### src/rtl/bcd_countdown_timer.sv
// Two-digit BCD countdown for the traffic light phase timer.
// A prescaler sets the step rate; the count steps down in BCD, and expiry is reported as a one-cycle pulse.
module bcd_countdown_timer #(
  parameter int CLK_DIV = 50000000,
  parameter int DIV_W   = 26
) (
  input  logic       clk,
  input  logic       rst,
  input  logic       load,
  input  logic [7:0] load_val,
  input  logic       run,
  output logic [7:0] count,
  output logic       tick,
  output logic       zero,
  output logic       expired,
  output logic       busy
);

  typedef enum logic [1:0] {
    IDLE,
    RUN,
    DONE
  } state_t;

  localparam logic [DIV_W-1:0] DIV_MAX = DIV_W'(CLK_DIV - 1);

  state_t           state;
  state_t           state_nxt;
  logic [DIV_W-1:0] presc;
  logic [DIV_W-1:0] presc_nxt;
  logic [7:0]       count_nxt;
  logic             tick_nxt;
  logic             expired_nxt;
  logic [7:0]       load_clean;

  // Out-of-range BCD digits are clamped to 9 so the display never shows a non-decimal glyph.
  function automatic logic [3:0] clamp_digit(input logic [3:0] d);
    return (d > 4'd9) ? 4'd9 : d;
  endfunction

  function automatic logic [7:0] bcd_dec(input logic [7:0] v);
    logic [7:0] r;
    if (v[3:0] != 4'd0) begin
      r = {v[7:4], v[3:0] - 4'd1};
    end else begin
      r = {v[7:4] - 4'd1, 4'd9};
    end
    return r;
  endfunction

  assign load_clean = {clamp_digit(load_val[7:4]), clamp_digit(load_val[3:0])};

  always_ff @(posedge clk or posedge rst) begin
    if (rst) begin
      state   <= IDLE;
      count   <= 8'h00;
      presc   <= '0;
      tick    <= 1'b0;
      expired <= 1'b0;
    end else begin
      state   <= state_nxt;
      count   <= count_nxt;
      presc   <= presc_nxt;
      tick    <= tick_nxt;
      expired <= expired_nxt;
    end
  end

  // Load overrides everything, including a prescaler wrap landing on the same cycle.
  always_comb begin
    state_nxt   = state;
    count_nxt   = count;
    presc_nxt   = presc;
    tick_nxt    = 1'b0;
    expired_nxt = 1'b0;

    if (load) begin
      count_nxt = load_clean;
      presc_nxt = '0;
      if (load_clean == 8'h00) begin
        state_nxt   = DONE;
        expired_nxt = 1'b1;
      end else begin
        state_nxt = RUN;
      end
    end else begin
      case (state)
        RUN: begin
          if (count == 8'h00) begin
            state_nxt = DONE;
          end else if (run) begin
            if (presc == DIV_MAX) begin
              presc_nxt = '0;
              tick_nxt  = 1'b1;
              count_nxt = bcd_dec(count);
              if (count == 8'h01) begin
                state_nxt   = DONE;
                expired_nxt = 1'b1;
              end
            end else begin
              presc_nxt = presc + DIV_W'(1);
            end
          end
        end
        DONE: begin
          state_nxt = DONE;
        end
        default: begin
          state_nxt = state;
        end
      endcase
    end
  end

  assign zero = (count == 8'h00);
  assign busy = (state == RUN);

endmodule

### config.mk
export PLATFORM = sky130hd
export DESIGN_NAME = bcd_countdown_timer
export DESIGN_NICKNAME = d
export VERILOG_FILES = /design/src/rtl/bcd_countdown_timer.sv
export SDC_FILE = /design/constraint.sdc
export NUM_CORES = 1
export LEC_CHECK = 0
export ABC_AREA = 1
export CAP_MARGIN = 20
export CORE_ASPECT_RATIO = 0.6
export CORE_MARGIN = 1.5
export CORE_UTILIZATION = 55
export DETAILED_ROUTE_END_ITERATION = 8
export PLACE_DENSITY = 0.81
export SLEW_MARGIN = 20
export SYNTH_ARGS = -nofsm -noshare
export SYNTH_HDL_FRONTEND = slang
export SYNTH_SLANG_ARGS = --single-unit
### constraint.sdc
create_clock -name clk -period 2.15 [get_ports clk]
set_input_delay 0.43 -clock clk [delete_from_list [all_inputs] [get_ports clk]]
set_output_delay 0.43 -clock clk [all_outputs]
set_load 0.01 [all_outputs]
==> results.txt <==
Reg2Reg Launch Point: count[4]
diodes inserted: 0
CP startpoint: state[1]
Lkg Pwr: 0.00147 uW
global placer's final weighted congestion: 1.02
Syn Inst Count: 415
Layout area overhead: 14.8%
DR WL/cell: 14.8 um
total power draw: 2400 uW
mean number of vias per cell: 5.59
Total Wirelength: 7.47 mm
Final setup violation count: 0
Worst slew margin: 67.0%
Final WS setup: 0.139 ns
Tcrit/Tclk final: 93.6%
DPL Wire Length: 5.79 mm
Die ar.: 5410 um2
hold path startpoint: state[0]
clock buffer depth: 2
GRT overflow: 0
WP data required: 1.72 ns
clock sink count: 38
Num CTS Buffers: 5
die height: 57.6 um
placement row count: 19
crit path DAT: 1.58 ns
TritonCTS clock tree: built
largest net degree at the start of global routing: 39
core area: 4680 um2
share of cells above drive strength 1: 10.6%
PortBufs: 23
IO Count: 24
Pins Over Slew Limit: 0
pwr dens: 765 nW/um2
Die X: 94 um
Seq/Total Area, Yosys: 34.8%
maximum VDD drop: 0.595 mV
initial antenna violation count: 0
CTS root buf: clkbuf_8
Max-Cap Viols: 0
Initial Utilization: 58.3%
DRT iter0 DRCs: 395
DP Worst Slack: 0.00915 ns
Yosys warning total: 0
DR vias: 2831
Final min period: 2.01 ns
Fmax: 497 MHz
Hold Path Class: register to register
Synth Area per Inst: 6.58 um2
first-pass GRT wire length: 12.2 mm
Slew @ Worst Pin: 0.493 ns
Worst-path clk slew: 0.08 ns
RSZ-0062 raised after global routing: no
1st-pass router iterations: 5
final hold violations: 0
Final ANT Viol Nets: 0
CP Capture Type: primary output
Synth Cell Area: 2730 um2
clock latency on the worst-skew pair: 0.29 ns
status: completed
Nets: 459
crit path kind: register to primary output
setup TNS: 0 ns
vias in the first global route: 2408
Total GRT Usage: 29.6%
CP max FO: 4
DRC violations left: 0
clock skew: 0.00792 ns
Yosys cell types: 35
crit path launch type: register
htree depth: 2
Post-Syn Nets: 430
FF+latch count, synth: 38
[placed cells by master (no fill, tap or decap), types with 2 or more instances in the layout]
| master | n |
|---|---|
| a21oi_1 | 4 |
| nor2_2 | 10 |
| nor2_4 | 2 |
| nand3_1 | 25 |
| nor3_1 | 10 |
| clkdlybuf4s50_1 | 22 |
| nand2_4 | 3 |
| nor2_1 | 68 |
| nand3b_1 | 3 |
| clkbuf_8 | 6 |
| nand2_1 | 117 |
| nand3_2 | 4 |
| o22ai_1 | 3 |
| nand2_2 | 7 |
| inv_1 | 52 |
| nand4_1 | 20 |
| ha_1 | 2 |
| xor2_1 | 5 |
| xnor2_1 | 2 |
| o21ai_2 | 2 |
| o31ai_1 | 2 |
| inv_2 | 4 |
| o21ai_0 | 14 |
| buf_4 | 6 |
| dfrtp_1 | 38 |
| o21ai_1 | 2 |
[critical path, stage by stage (launching register included)]
cell,delay [ns]
dfrtp_1,0.42
nor2_1,0.27
clkdlybuf4s50_1,0.60
[Yosys cell counts, drive strengths merged]
cell type / number / share of area [%]
inv: 56 / 7.7
ha: 3 / 1.4
nor2: 80 / 12
buf: 7 / 1.8
o21bai: 1 / 0.27
nand3: 29 / 6.0
xnor2: 2 / 0.64
dfrtp: 38 / 35
clkbuf: 1 / 0.14
nor4: 1 / 0.23
o31ai: 2 / 0.55
o22ai: 3 / 0.69
nand2: 127 / 19
or2: 1 / 0.23
o21a: 1 / 0.27
xor2: 5 / 1.6
a21o: 1 / 0.27
o21ai: 18 / 3.6
nor3: 10 / 1.8
a21boi: 1 / 0.27
nand3b: 3 / 0.82
and2: 1 / 0.23
a21oi: 4 / 0.73
nand4: 20 / 4.6
[flip-flops by register name, indices dropped and copies added, names as in the netlist]
register	count
count	8
expired	1
state	2
presc	26
tick	1
[layer usage]
metal	up-vias	global-route usage, %	part of all wire (%)
li1	1375	-	-
met1	1317	49.0	51
met2	132	39.4	39
met3	7	6.00	9.7
met4	0	4.05	0.63
met5	-	0	0
[final cells by class]
cell class / instances / area, um2
Fill cell: 411 / 1550
Multi-Input combinational cell: 313 / 1520
Sequential cell: 38 / 951
Timing Repair Buffer: 30 / 294
Inverter: 56 / 210
Clock buffer: 6 / 82.6
Tap cell: 63 / 78.8
[through the flow]
stage / instances / hold slack, ns / util [%] / instance area, um2
2_1_floorplan: 415 / 0.442 / - / 2730
3_3_place_gp: 500 / 0.480 / 65.2 / 3050
4_1_cts: 506 / 0.493 / 67.0 / 3140
6_report: 506 / 0.496 / 67.0 / 3140
3_5_place_dp: 500 / 0.476 / 65.2 / 3050
5_1_grt: 506 / 0.532 / 67.0 / 3140
[repair_timing]
item | in CTS | in global routing
gates resized for setup | 2 | 1
hold buffers | 0 | 0
setup buffers | 0 | 0
endpoints found under the setup margin | 1 | 1
[report_power, final]
part           internal, uW  switching [uW]
clock                   248             254
sequential              814             111
combinational           395             578
total                  1460             944
[kinds of logic (layout without fill, tap and decap cells)]
logic type	after synthesis	in the layout	synth area share [%]
flip-flops	38	38	34.8
AND/OR/NAND/NOR	272	272	45.3
buffers and inverters	64	92	9.61
XOR/XNOR	7	7	2.24
adder cells (fa/ha/maj)	3	3	1.37
AO/OA/AOI/OAI	31	31	6.64
[final timing paths]
kind	end	slack [ns]	cells past startpoint
min	state[0]	0.50	2
max	busy	0.14	2
max in group asynchronous	count[6]	1.22	3
min in group asynchronous	presc[24]	0.58	3
min reg2reg	state[0]	0.50	2
max reg2reg	presc[10]	0.28	11
Power figures use the tool's default switching activity.
